**src/rtl/data_memory_bank.sv**
```systemverilog
// Byte-addressable data memory for the MEM stage: registered loads with sign/zero
// extension, lane-masked stores, error strobes and a post-reset clear sweep.
//
//   state   | meaning
//   --------+-------------------------------------------------------------
//   S_CLEAR | zeroing one word per cycle at clr_ptr_q; busy, requests ignored
//   S_READY | normal load/store service
module data_memory_bank #(
    parameter int DEPTH          = 16,
    parameter bit CLEAR_ON_RESET = 1'b1
) (
    input  logic        clk,
    input  logic        rst,
    input  logic [31:0] addr,
    input  logic [31:0] wdata,
    input  logic        mem_read,
    input  logic        mem_write,
    input  logic [1:0]  size,
    input  logic        load_unsigned,
    output logic [31:0] rdata,
    output logic        rdata_valid,
    output logic        busy,
    output logic        err_misaligned,
    output logic        err_range
);

    localparam int          AW      = (DEPTH > 1) ? $clog2(DEPTH) : 1;
    localparam logic [31:0] DEPTH_U = 32'(DEPTH);

    typedef enum logic {
        S_READY = 1'b0,
        S_CLEAR = 1'b1
    } state_t;

    localparam state_t RST_STATE = CLEAR_ON_RESET ? S_CLEAR : S_READY;

    state_t          state_q, state_d;
    logic [AW-1:0]   clr_ptr_q, clr_ptr_d;
    logic            clear_we;

    logic [31:0]     mem_q [DEPTH];

    logic            ready;
    logic            out_of_range;
    logic            misaligned;
    logic            any_err;
    logic            ld_acc;
    logic            st_acc;
    logic [AW-1:0]   widx;
    logic [31:0]     rd_word;
    logic [7:0]      byte_sel;
    logic [15:0]     half_sel;
    logic [31:0]     ld_data;
    logic [3:0]      st_be;
    logic [31:0]     st_data;

    logic [31:0]     rdata_q;
    logic            rdata_valid_q;
    logic            err_mis_q;
    logic            err_rng_q;

    always_ff @(posedge clk) begin
        if (rst) begin
            state_q   <= RST_STATE;
            clr_ptr_q <= '0;
        end else begin
            state_q   <= state_d;
            clr_ptr_q <= clr_ptr_d;
        end
    end

    always_comb begin
        state_d   = state_q;
        clr_ptr_d = clr_ptr_q;
        clear_we  = 1'b0;
        case (state_q)
            S_CLEAR: begin
                clear_we  = !rst;
                clr_ptr_d = clr_ptr_q + AW'(1);
                if (clr_ptr_q == AW'(DEPTH - 1)) begin
                    state_d   = S_READY;
                    clr_ptr_d = '0;
                end
            end
            default: ;
        endcase
    end

    // Full 30-bit index is compared so high address bits never alias into the array.
    assign ready        = (state_q == S_READY) && !rst;
    assign out_of_range = ({2'b00, addr[31:2]} >= DEPTH_U);
    assign widx         = addr[AW+1:2];

    always_comb begin
        case (size)
            2'b00:   misaligned = 1'b0;
            2'b01:   misaligned = addr[0];
            2'b10:   misaligned = (addr[1:0] != 2'b00);
            default: misaligned = 1'b1;
        endcase
    end

    assign any_err = misaligned || out_of_range;
    assign ld_acc  = ready && mem_read;
    assign st_acc  = ready && mem_write && !any_err;

    assign rd_word  = mem_q[widx];
    assign byte_sel = rd_word[{addr[1:0], 3'b000} +: 8];
    assign half_sel = addr[1] ? rd_word[31:16] : rd_word[15:0];

    always_comb begin
        ld_data = rd_word;
        case (size)
            2'b00: ld_data = load_unsigned ? {24'b0, byte_sel} : {{24{byte_sel[7]}}, byte_sel};
            2'b01: ld_data = load_unsigned ? {16'b0, half_sel} : {{16{half_sel[15]}}, half_sel};
            default: ;
        endcase
    end

    always_comb begin
        st_be   = 4'b1111;
        st_data = wdata;
        case (size)
            2'b00: begin
                st_be   = 4'b0001 << addr[1:0];
                st_data = {4{wdata[7:0]}};
            end
            2'b01: begin
                st_be   = addr[1] ? 4'b1100 : 4'b0011;
                st_data = {2{wdata[15:0]}};
            end
            default: ;
        endcase
    end

    // Read data is taken combinationally before this edge's store, giving read-before-write.
    always_ff @(posedge clk) begin
        if (clear_we) begin
            mem_q[clr_ptr_q] <= '0;
        end else if (st_acc) begin
            for (int b = 0; b < 4; b++) begin
                if (st_be[b]) mem_q[widx][8*b +: 8] <= st_data[8*b +: 8];
            end
        end
    end

    always_ff @(posedge clk) begin
        if (rst) begin
            rdata_q       <= '0;
            rdata_valid_q <= 1'b0;
            err_mis_q     <= 1'b0;
            err_rng_q     <= 1'b0;
        end else begin
            rdata_valid_q <= ld_acc;
            err_mis_q     <= ready && (mem_read || mem_write) && misaligned;
            err_rng_q     <= ready && (mem_read || mem_write) && out_of_range;
            if (ld_acc) rdata_q <= any_err ? 32'h0 : ld_data;
        end
    end

    assign rdata          = rdata_q;
    assign rdata_valid    = rdata_valid_q;
    assign busy           = (state_q == S_CLEAR);
    assign err_misaligned = err_mis_q;
    assign err_range      = err_rng_q;

endmodule

```
**config.mk**
```make
export PLATFORM = sky130hd
export DESIGN_NAME = data_memory_bank
export DESIGN_NICKNAME = d
export VERILOG_FILES = /design/src/rtl/data_memory_bank.sv
export SDC_FILE = /design/constraint.sdc
export NUM_CORES = 1
export LEC_CHECK = 0
export BUFFER_PORTS_ARGS = -buffer_cell sky130_fd_sc_hd__buf_2
export CORE_ASPECT_RATIO = 0.7
export CORE_MARGIN = 2
export CORE_UTILIZATION = 40
export CTS_BUF_LIST = sky130_fd_sc_hd__clkbuf_8 sky130_fd_sc_hd__clkbuf_16
export DETAILED_ROUTE_END_ITERATION = 6
export PLACE_DENSITY_LB_ADDON = 0.15
export SYNTH_ARGS = -nofsm -noshare
export SYNTH_HDL_FRONTEND = slang
export SYNTH_SLANG_ARGS = --single-unit
```
**constraint.sdc**
```tcl
create_clock -name clk -period 6.4 [get_ports clk]
set_clock_uncertainty 0.1 [all_clocks]
set_input_delay 0.32 -clock clk [delete_from_list [all_inputs] [get_ports clk]]
set_output_delay 0.32 -clock clk [all_outputs]
set_load 0.05 [all_outputs]
```
After elaboration in Yosys (flattened, before gate mapping):

Memory sizes are Yosys's and may differ from the RTL's.
Index checks and enable logic that the tools add are counted.
W data, S select, Z words.

* bits of input ports: 71
* memory bits (writable): 512
* memories kept: 1
* register bits after elaboration: 40

Memories
* mem_q: words 16, bits a word 32, read ports 1, clocked after memory_dff 0, write ports 1, line 41 `logic [31:0] mem_q [DEPTH];`

* muxes and demuxes: 34
* shift-type cells: 2
* add/sub/neg operators: 1
* order comparisons: 1
* bitwise operators: 1
* equality and inequality tests: 3
* reduce and logical (&&, ||, !) cells: 14

Operator list (count)
* $mux W32: 4
* $pmux W32 S2: 2
* $reduce_or A32 Y1: 1
* $shiftx A32 B6 Y8: 1
* $ge A30 B5 Y1 const B: 1
* $mux W1: 21
* $mux W16: 1
* $mux W4: 4
* $pmux W4 S2: 1
* $logic_and A1 B1 Y1: 7
* $add A4 B1 Y4 const B: 1
* $eq A4 B4 Y1 const B: 1
* $shl A1 B2 Y4 const A: 1
* $pmux W1 S3: 1
* $eq A2 B1 Y1 const B: 1
* $eq A2 B2 Y1 const B: 1
* $logic_not A1 Y1: 2
* $logic_not A2 Y1: 1
* $logic_or A1 B1 Y1: 2
* $reduce_bool A2 Y1: 1
* $not A1 Y1: 1

Logic depth before layout (Yosys ltp):

* depth in word-level cells: 10
* mapped depth: 11

Worst setup path before layout:

OpenSTA, ideal clock, no wires.

* kind: register to register
* from: register state_q, in the netlist busy
* to: memory mem_q[10][16], enable pin
* arrival: 2.339 ns
* clock period less this slack: 2.809 ns
* slack: 3.591 ns
* path buffers: 3
* required time: 5.930 ns
* cell stages (with the launch flop): 10
* setup time: 0.370 ns
* cells stage by stage: dfxtp_1 > clkbuf_1 > nor2_1 > nand2_1 > and4b_1 > buf_2 > nor3b_1 > a21oi_1 > clkbuf_1 > nor2_1

* word-level cells in the longest chain between the ends: 9
* elaborated cells on any way between the ends: 22
* those cells by class: 17 x mux; 1 x bitwise; 4 x reduce/logical

RTL lines
* start, declared: line 37 `state_t state_q, state_d;`
* start signal, assigned: line 67 `state_q <= state_d;`
* $not A1 Y1: line 90 `assign ready = (state_q == S_READY) && !rst;`
* $logic_and A1 B1 Y1: line 90
* $logic_and A1 B1 Y1 (2 in series): line 105 `assign st_acc = ready && mem_write && !any_err;`
* $mux W1: line 140 `end else if (st_acc) begin`
* $mux W1: line 138 `if (clear_we) begin`
* $mux W1 (implied by the code): line 142 `if (st_be[b]) mem_q[widx][8*b +: 8] <= st_data[8*b +: 8];`
* $reduce_or A32 Y1 (no line)
* $mux W4 (no line)
* end, declared: line 41

Parallel ways exist; a longest one is shown, timed or not.

Worst setup path in the final report:

* from: register state_q, in the netlist busy
* to: memory mem_q[7][12], enable pin

Same word-level chain as after synthesis.

==> results.yml <==
global_route:
  grt_pass1_wl_mm: 94.1
  antenna_found_initial: 2
  grt_max_degree: 81
  grt-ovfl-total: 0
  track_usage_pct: 22.0
  first_global_vias: 12900
outcome:
  outcome: "finished clean"
sta:
  final_hold_fails: 0
  grt_setup_unrepaired: "false"
  achievable-frequency_mhz: 262
  fin_setup_tns_ps: 0
  final.setup.worst_slack_ps: 2590
  tightestPinTransition_ps: 1400
  fin_crit_sh_pct: 59.5
  report.final.slew_viol_count: 0
  max-slew-margin-rel_pct: 6.05
  setup_violations: 0
  timing.final.crit_period_ps: 3810
critical_path:
  timing.reg2reg.worst_path_depth: 6
  crit_type: "reg2reg"
  cp-end-kind: "flop"
  worst_setup_path_startpoint: "busy"
  worstPathMaxFanout: 17
  critPathArrivalTime_ps: 3910
  ff2ff_setup_slack_ps: 2590
  crit-reg2reg-capture: "mem_q[7][12]"
  critical_path_required_ps: 6500
  critPathCapture: "mem_q[7][12]"
  category_of_the_worst_setup_path_launch_point: "flop"
  r2r-start: "busy"
finish:
  share_of_layout_cells_above_drive_strength_1_pct: 20.9
  finalNetCount: 1544
  insertedDiodeCount: 0
  synthesis_to_finish_area_growth_pct: 12.4
  num-fill-cells: 4947
  post-route-util_pct: 45.7
drt:
  met1Wirelength_mm: 30.9
  antenna_left: 0
  drc: 0
  routed-wl-met3_mm: 5.63
  vias_per_cell: 5.97
  drtPass1Iterations: 5
  dr_total_vias: 13500
  met2_routed_wl_mm: 28.0
  detail_route.iter0.violations: 1634
  total_routed_length_mm: 65.9
  routed.top_layer: "met5"
  drt-wirelength-per-cell_microns: 29.2
logic_synthesis:
  muxShareOfSynthArea_pct: 16.1
  largest_family_of_logic_cells_by_synthesized_area: "multiplexers"
  async_reset_ff_share_pct: 0
  netlist_area_sq_mm: 0.0232
  synth-edff-count: 512
  synth.ff_latch_count: 552
  synth.lib_cells_used.distinct: 51
  share_of_synthesized_cell_area_in_full_adder_half_adder_and_majority_cells_pct: 0.0539
  yosys.area_share.simple_pct: 5.73
  synth_compound_gate_area_share_pct: 6.12
  synth.net_count: 1438
  synth_xor_xnor_area_share_pct: 0.0378
  syn_avg_cell_area_sq_um: 17.0
  synthesis.instances: 1366
  synth_warnings: 0
  synth_flop_cell: "sky130_fd_sc_hd__edfxtp_1"
  synth-seq-area-share_pct: 69.7
clocking:
  cts-buffers-inserted: 53
  worst_setup_hold_path_clk_slew_ps: 60
  cts_tree: "yes"
  cts_hold_buffers: 0
  post_cts_repair_setup_buffers: 0
  number_of_h_tree_levels: 2
  cts_resized: 0
  clock_insertion_delay_at_the_later_pin_of_the_skew_report_ps: 590
  clock_tree.root_cell: "sky130_fd_sc_hd__clkbuf_16"
  clock_path_buffers: 3
  clock_sink_count: 552
power_and_ir_drop:
  total_power_mw: 7.35
  power.leakage_nw: 9.82
  ir_drop_worst_vdd_v: 0.000205
  power_density_mw_per_mm2: 282
floorplan:
  initial_core_utilization_pct: 40.6
  die_area_sq_mm: 0.0600
  floorplan.rows: 73
  die-height_microns: 205
  core_sq_mm: 0.0571
  pin_count: 107
  die_w_microns: 292
placed_design:
  place.gp.congestion: 0.919
  hpwl_mm: 45.5
  portBuffers: 106
  placement.setup.worst_slack_ps: 2310
hold_path:
  hold_wc_startpoint: "rst"
  min_path_type: "in2reg"
flow_run:
  maxCapViolations: 0
through the flow:
stage | instance area [sq um] | hold slack (ps) | instances
2_1_floorplan | 23200 | 400 | 1366
3_3_place_gp | 24400 | 431 | 2167
3_5_place_dp | 24400 | 441 | 2167
4_1_cts | 26100 | 44.6 | 2261
5_1_grt | 26100 | 84.2 | 2261
6_report | 26100 | 89.9 | 2261
power breakdown:
group,internal (mW),switching [mW],leakage [nW]
clock,1.68,1.33,0.836
sequential,3.92,0.0106,6.01
combinational,0.131,0.271,2.98
total,5.74,1.61,9.82
worst min path at each step:
stage	endpoint	slack [ps]	cells after the start
2_1_floorplan	err_misaligned	400	2
6_report	clr_ptr_q[1]	90	2
5_1_grt	rdata[15]	80	3
4_1_cts	clr_ptr_q[1]	40	2
3_3_place_gp	rdata[27]	430	2
3_5_place_dp	rdata[30]	440	2
logic make-up (layout without fill, tap and decap cells):
group           after synthesis  count (layout)
flops                       552             552
fa+ha+maj                     1               1
mux                         224             224
buf+inv                      91             236
simple gates                296             296
xor+xnor                      1               1
compound gates              201             201
cells in the final DEF, fill, tap and decap left out, drive strengths merged, types with 12 or more instances in the layout:
cell and n:
edfxtp 512, buf 137, nor2 120, mux4 113
mux2i 104, nand2 91, a22oi 83, clkbuf 55
dfxtp 40, a21oi 35, clkinv 26, nor2b 23
a221oi 18, a21boi 16, o21ai 15, and2 14
inv 13, o22ai 12, nand3 12
cell usage after synthesis, types with 13 or more instances:
library cell,number,area share (%)
sky130_fd_sc_hd__nor2b_1,23,0.62
sky130_fd_sc_hd__mux2i_1,104,4.5
sky130_fd_sc_hd__buf_4,13,0.42
sky130_fd_sc_hd__nor2_1,119,1.9
sky130_fd_sc_hd__mux4_1,18,2.0
sky130_fd_sc_hd__edfxtp_1,512,66
sky130_fd_sc_hd__a21oi_1,35,0.76
sky130_fd_sc_hd__clkbuf_1,39,0.63
sky130_fd_sc_hd__a22oi_1,83,2.7
sky130_fd_sc_hd__buf_2,20,0.43
sky130_fd_sc_hd__nand2_1,91,1.5
sky130_fd_sc_hd__a221oi_1,18,0.68
sky130_fd_sc_hd__a21boi_0,16,0.52
sky130_fd_sc_hd__and2_1,14,0.38
sky130_fd_sc_hd__dfxtp_1,40,3.5
sky130_fd_sc_hd__mux4_2,95,9.2
sky130_fd_sc_hd__o21ai_0,15,0.32
sequential cells by signal, indices dropped and copies added (netlist names):
register        count
mem_q             512
rdata              32
clr_ptr_q           4
busy                1
err_misaligned      1
err_range           1
rdata_valid         1
layout make-up:
class	instances	area, sq um	area share (%)
Clock buffer	54	1350	5.18
Sequential cell	552	16200	62.0
Tap cell	750	938	3.60
Timing Repair Buffer	138	798	3.06
Clock inverter	40	288	1.10
Inverter	4	15.0	0.0576
Multi-Input combinational cell	723	6520	25.0
worst max-delay path, stage by stage, from the launching register on:
cell,delay (ps)
sky130_fd_sc_hd__dfxtp_1,400
sky130_fd_sc_hd__nor2_1,210
sky130_fd_sc_hd__nand2_1,160
sky130_fd_sc_hd__and4b_1,670
sky130_fd_sc_hd__mux2i_1,930
sky130_fd_sc_hd__nand2_1,240
sky130_fd_sc_hd__nor2_1,690
metal layers:
layer	track usage, %	vias up
met3	4.34	92
met5	0	-
met2	31.6	617
li1	-	5715
met1	34.6	7067
met4	4.38	2
Note: power is estimated with default switching activity, not from simulation.
